--- config.mk ---
export PLATFORM = sky130hd
export DESIGN_NAME = sign_extend
export DESIGN_NICKNAME = d
export VERILOG_FILES = /design/src/rtl/sign_extend.sv
export SDC_FILE = /design/constraint.sdc
export NUM_CORES = 1
export LEC_CHECK = 0
export CORE_MARGIN = 1
export CORE_UTILIZATION = 49
export CTS_CLUSTER_DIAMETER = 200
export DETAILED_ROUTE_END_ITERATION = 6
export PLACE_DENSITY = 0.81
export SETUP_SLACK_MARGIN = 0.4
export SLEW_MARGIN = 20
export SYNTH_ARGS = -nofsm -noshare
export SYNTH_HDL_FRONTEND = slang
export SYNTH_SLANG_ARGS = --single-unit
--- constraint.sdc ---
create_clock -name clk -period 1.12 [get_ports clk]
set_input_delay 0.168 -clock clk [delete_from_list [all_inputs] [get_ports clk]]
set_output_delay 0.168 -clock clk [all_outputs]
set_load 0.02 [all_outputs]
--- src/rtl/sign_extend.sv ---
// Registered immediate extender: sign/zero extend, upper load and branch offset, 1-cycle latency.
// Optional neg/zero status outputs are added when SIGN_EXTEND_STATUS_EN is defined.
module sign_extend #(
    parameter int IN_W  = 16,
    parameter int OUT_W = 32
) (
    input  logic             clk,
    input  logic             rst_n,
    input  logic             in_valid,
    input  logic [IN_W-1:0]  a,
    input  logic [1:0]       mode,
    output logic [OUT_W-1:0] y,
    output logic             out_valid
`ifdef SIGN_EXTEND_STATUS_EN
    ,
    output logic             neg,
    output logic             zero
`endif
);

    typedef enum logic [1:0] {
        MODE_SEXT   = 2'b00,
        MODE_ZEXT   = 2'b01,
        MODE_UPPER  = 2'b10,
        MODE_BRANCH = 2'b11
    } mode_e;

    localparam int EXT_W = OUT_W - IN_W;

    // The branch offset needs two spare bits above the immediate for the shift.
    if (OUT_W < IN_W + 2) begin : g_bad_width
        $error("sign_extend: OUT_W must be at least IN_W+2");
    end

    logic [OUT_W-1:0] sext;
    logic [OUT_W-1:0] result;
    logic [OUT_W-1:0] y_d, y_q;
    logic             out_valid_d, out_valid_q;

    assign sext = {{EXT_W{a[IN_W-1]}}, a};

    always_comb begin
        // NOTE: every signal written here gets a default first so no path leaves it unassigned (no latch).
        result = sext;
        unique case (mode_e'(mode))
            MODE_SEXT:   result = sext;
            MODE_ZEXT:   result = {{EXT_W{1'b0}}, a};
            MODE_UPPER:  result = {a, {EXT_W{1'b0}}};
            MODE_BRANCH: result = {sext[OUT_W-3:0], 2'b00};
            default:     result = sext;
        endcase
    end

    // Idle cycles hold the last result so a and mode cannot disturb y.
    always_comb begin
        y_d         = y_q;
        out_valid_d = 1'b0;
        if (in_valid) begin
            y_d         = result;
            out_valid_d = 1'b1;
        end
    end

    always_ff @(posedge clk or negedge rst_n) begin
        // NOTE: sequential state uses non-blocking assignments so all flops update together at the edge.
        if (!rst_n) begin
            y_q         <= '0;
            out_valid_q <= 1'b0;
        end else begin
            y_q         <= y_d;
            out_valid_q <= out_valid_d;
        end
    end

    assign y         = y_q;
    assign out_valid = out_valid_q;

`ifdef SIGN_EXTEND_STATUS_EN
    logic neg_d, neg_q;
    logic zero_d, zero_q;

    always_comb begin
        neg_d  = neg_q;
        zero_d = zero_q;
        if (in_valid) begin
            neg_d  = result[OUT_W-1];
            zero_d = (result == '0);
        end
    end

    always_ff @(posedge clk or negedge rst_n) begin
        if (!rst_n) begin
            neg_q  <= 1'b0;
            zero_q <= 1'b0;
        end else begin
            neg_q  <= neg_d;
            zero_q <= zero_d;
        end
    end

    assign neg  = neg_q;
    assign zero = zero_q;
`endif

endmodule

=== Yosys cells after proc, flatten, opt, wreduce, memory -nomap -nowiden ===
Index checks and enable logic that the tools add are counted.

* Register bits: 33
* Input bits: 21
* Output and inout port bits: 33

* Eq/ne operators: 3
* Mux-type cells: 2
* Reduce and logical (&&, ||, !) cells: 1

{| class="wikitable"
|+ Operators by type and width
! cell !! number
|-
| $pmux W32 S4 || 1
|-
| $eq A2 B2 Y1 const B || 2
|-
| $eq A2 B1 Y1 const B || 1
|-
| $logic_not A2 Y1 || 1
|-
| $mux W1 || 1
|}

=== Depth between registers and ports, before layout ===
* Word-level depth: 2
* Mapped depth: 5
* Gate-level depth less buffers: 2

=== Least setup slack after synthesis ===
No wires, ideal clock.

* Path kind: in2reg
* Start: in in_valid
* End: reg y_q[25], in the netlist y[25]
* Arrival: 734 ps
* Required time: 982 ps
* Slack: 247 ps
* Cell stages on the path: 4
* Path buffers: 3
* Cell sequence: buf_2 > buf_6 > buf_2 > o221ai_1

{| class="wikitable"
|+ RTL lines
! item !! RTL line !! text
|-
| from (decl) || 9 || <nowiki>input logic in_valid,</nowiki>
|-
| to (signal assigned) || 70 || <nowiki>y_q <= y_d;</nowiki>
|-
| to (decl) || 37 || <nowiki>logic [OUT_W-1:0] y_d, y_q;</nowiki>
|}

No word-level cell between the ends.

=== Worst setup path in the final report ===
* Start: reg y_q[19], in the netlist y[19]
* End: out y[19]

{| class="wikitable"
|+ RTL lines
! item !! RTL line !! text
|-
| to (decl) || 12 || <nowiki>output logic [OUT_W-1:0] y,</nowiki>
|}

No word-level cell between the ends.

==> flow_summary_export.csv <==
group,metric,value,unit
run_status,status,"completed",
floorplanning,start_util,0.528,
pwr,leakagePower,0.00130,µW
synthesis,synthCells,161,
sta,finClkSkew,0,ns
sta,tightest_slew,0.306,ns
grt,track_usage,0.284,
route,dr.pass1.iters,4,
placement,gp_congestion,0.830,
finish,final_util,0.908,
sta,period_share,0.970,
synthesis,synth_fp_nets,182,
synthesis,synth_cell_type_count,18,
floorplanning,std_cell_rows,20,
cts,clk_latency,0.34,ns
sta,rsz0062_at_grt,"true",
worst_setup_path,crit_arrival,0.92,ns
placement,dpl.cell_count,250,
cts,cts_tree,"yes",
floorplanning,io_pins,54,
worst_setup_path,crit_family,"flip-flops",
run,drv_cap,0,
sta,finalCriticalPeriod,1.09,ns
grt,antenna_found_initial,1,
worst_setup_path,setup.worst_path.class,"flip-flop to output pin",
synthesis,postSynthAreaPerCell,10.2,µm²
cts,cts.clk_slew.worst_paths,0.10,ns
grt,grt_overflow,0,
cts,cts_hold_buf,0,
route,route.detailed.drc,0,
floorplanning,die_h,59.8,µm
worst_setup_path,critical-path-max-stage-delay,0.43,ns
route,dr.first_iter.drc_count,167,
synthesis,ys_seq_area_frac,0.504,
sta,fmax,0.920,GHz
sta,max_slew_margin,0.796,
worst_hold_path,hold_class,"input port to flip-flop",
worst_setup_path,slowest_stage,"dfrtp_1",
floorplanning,dieArea,3580,µm²
sta,maxSlewViolCount,0,
cts,htree_levels,2,
route,wl,5.73,mm
finish,area_growth,72.1,%
grt,grt_start_max_net_pins,43,
worst_setup_path,crit_chain,"buf_6",
route,viasPerCell,5.77,
cts,cts_root_buf,"clkbuf_4",
route,vias,1632,
grt,grt_pass1_vias,1448,
cts,cts_buffers,5,
route,ant_nets,0,
placement,portBuffers,53,
grt,grt_pass1_wl,7.09,mm
worst_setup_path,critPathCaptureType,"output pin",
route,routedWlPerCell,20.3,µm
worst_setup_path,critPathRequiredTime,0.95,ns
sta,setup_viol,0,
sta,holdWs,0.171,ns
sta,hold_violations,0,
placement,place_area,2250,µm²
cts,clock_path_buffers,2,
synthesis,yosys_warnings,0,
floorplanning,die_w,59.8,µm
finish,fin_area,2820,µm²
finish,final_layout_size_suffix_gt1_frac,0.492,
finish,fin_cells,283,
worst_setup_path,crit_buf_inv,1,
placement,place.detailed.hpwl,2.78,mm
cts,clkSinkCount,33,
pwr,power_density,1190,nW/µm²
worst_setup_path,crit_fanout,2,
floorplanning,core_area,3100,µm²
worst_setup_path,start_kind,"flip-flop",
synthesis,netlist_area,1640,µm²
finish,final_nets,258,
synthesis,ys_ff_latch,33,
pwr,peakVddDrop,0.991,mV
-- power breakdown --
group	internal, µW	total, µW	switching (µW)
clock network	309	706	397
registers	1320	1430	114
logic	642	1220	581
-- sequential cells by signal, summed over array words and instances (netlist names) --
name	count
out_valid	1
y	32
-- final cells by class --
class | instances | area (µm²)
Antenna cell | 1 | 2.50
Timing Repair Buffer | 84 | 970
Fill cell | 121 | 284
Multi-Input combinational cell | 96 | 835
Tap cell | 44 | 55.1
Inverter | 17 | 66.3
Sequential cell | 33 | 832
Clock buffer | 8 | 58.8
-- repair_timing --
item,CTS,global route
buffers inserted,8,13
pin swaps,4,2
endpoints found under the setup margin,65,65
gates cloned,2,1
gates resized for setup,232,48
-- layer usage --
layer	part of all wire	vias to the layer above	track usage
li1	-	725	-
met1	0.38	810	0.346
met2	0.51	77	0.451
met3	0.058	20	0.0887
met4	0.044	0	0.150
met5	0	-	0
-- metrics by stage --
| step | total power (µW) | setup TNS, ns | worst slack (ns) |
|---|---|---|---|
| final | 3360 | 0 | 0.0333 |
| after global routing | 3480 | 0 | 0.0164 |
| after CTS | 3130 | 0 | 0.0345 |
| after detailed placement | 2280 | -8.25 | -0.331 |
| after global placement | 2260 | -7.20 | -0.254 |
| after floorplan | 1860 | 0 | 0.256 |
-- cells in the mapped netlist --
library cell,number,area share
dfrtp_1,33,0.50
nor2b_1,1,0.0038
mux2i_1,15,0.092
nand3b_1,2,0.0092
inv_1,17,0.039
buf_4,1,0.0046
buf_6,3,0.021
o221ai_1,15,0.080
nand2b_1,15,0.057
nor2_1,14,0.032
clkbuf_1,1,0.0023
nand4bb_2,1,0.0099
buf_2,11,0.034
o21ai_1,2,0.0061
nand3_1,14,0.043
nand2_2,1,0.0038
a31o_1,1,0.0053
a31oi_1,14,0.053
-- cells by family after synthesis --
kind of cell,share of synthesized area
AND/OR/NAND/NOR,0.159
multiplexers,0.0917
buffers and inverters,0.100
AO/OA/AOI/OAI,0.145
flip-flops,0.504
-- cells in the final DEF (no fill, tap or decap), types with 2 or more instances in the layout --
cell type / netlist / layout
a31oi_1: 14 / 14
buf_12: 0 / 4
buf_4: 1 / 8
buf_6: 3 / 49
clkbuf_1: 1 / 2
clkbuf_4: 0 / 6
clkdlybuf4s15_2: 0 / 2
clkdlybuf4s50_1: 0 / 7
dfrtp_1: 33 / 28
dfrtp_2: 0 / 5
dlygate4sd2_1: 0 / 2
dlymetal6s2s_1: 0 / 7
inv_1: 17 / 7
inv_2: 0 / 9
mux2i_1: 15 / 13
mux2i_2: 0 / 2
nand2b_1: 15 / 15
nand3_1: 14 / 14
nand3b_1: 2 / 2
nand4bb_4: 0 / 2
nor2_1: 14 / 6
nor2_2: 0 / 4
nor2_4: 0 / 4
o21ai_1: 2 / 2
o221ai_2: 0 / 14
-- worst paths after layout --
kind	from	end	slack, ns	depth (start not counted)
setup / recovery	y[19]	y[19]	0.03	1
hold / removal	in_valid	out_valid	0.17	1
setup reg to reg	y[31]	y[31]	0.14	3
hold reg to reg	y[0]	y[0]	0.57	2
max in group asynchronous	rst_n	y[30]	0.74	2
min in group asynchronous	rst_n	y[2]	0.18	2
(Power assumes the default switching activity.)
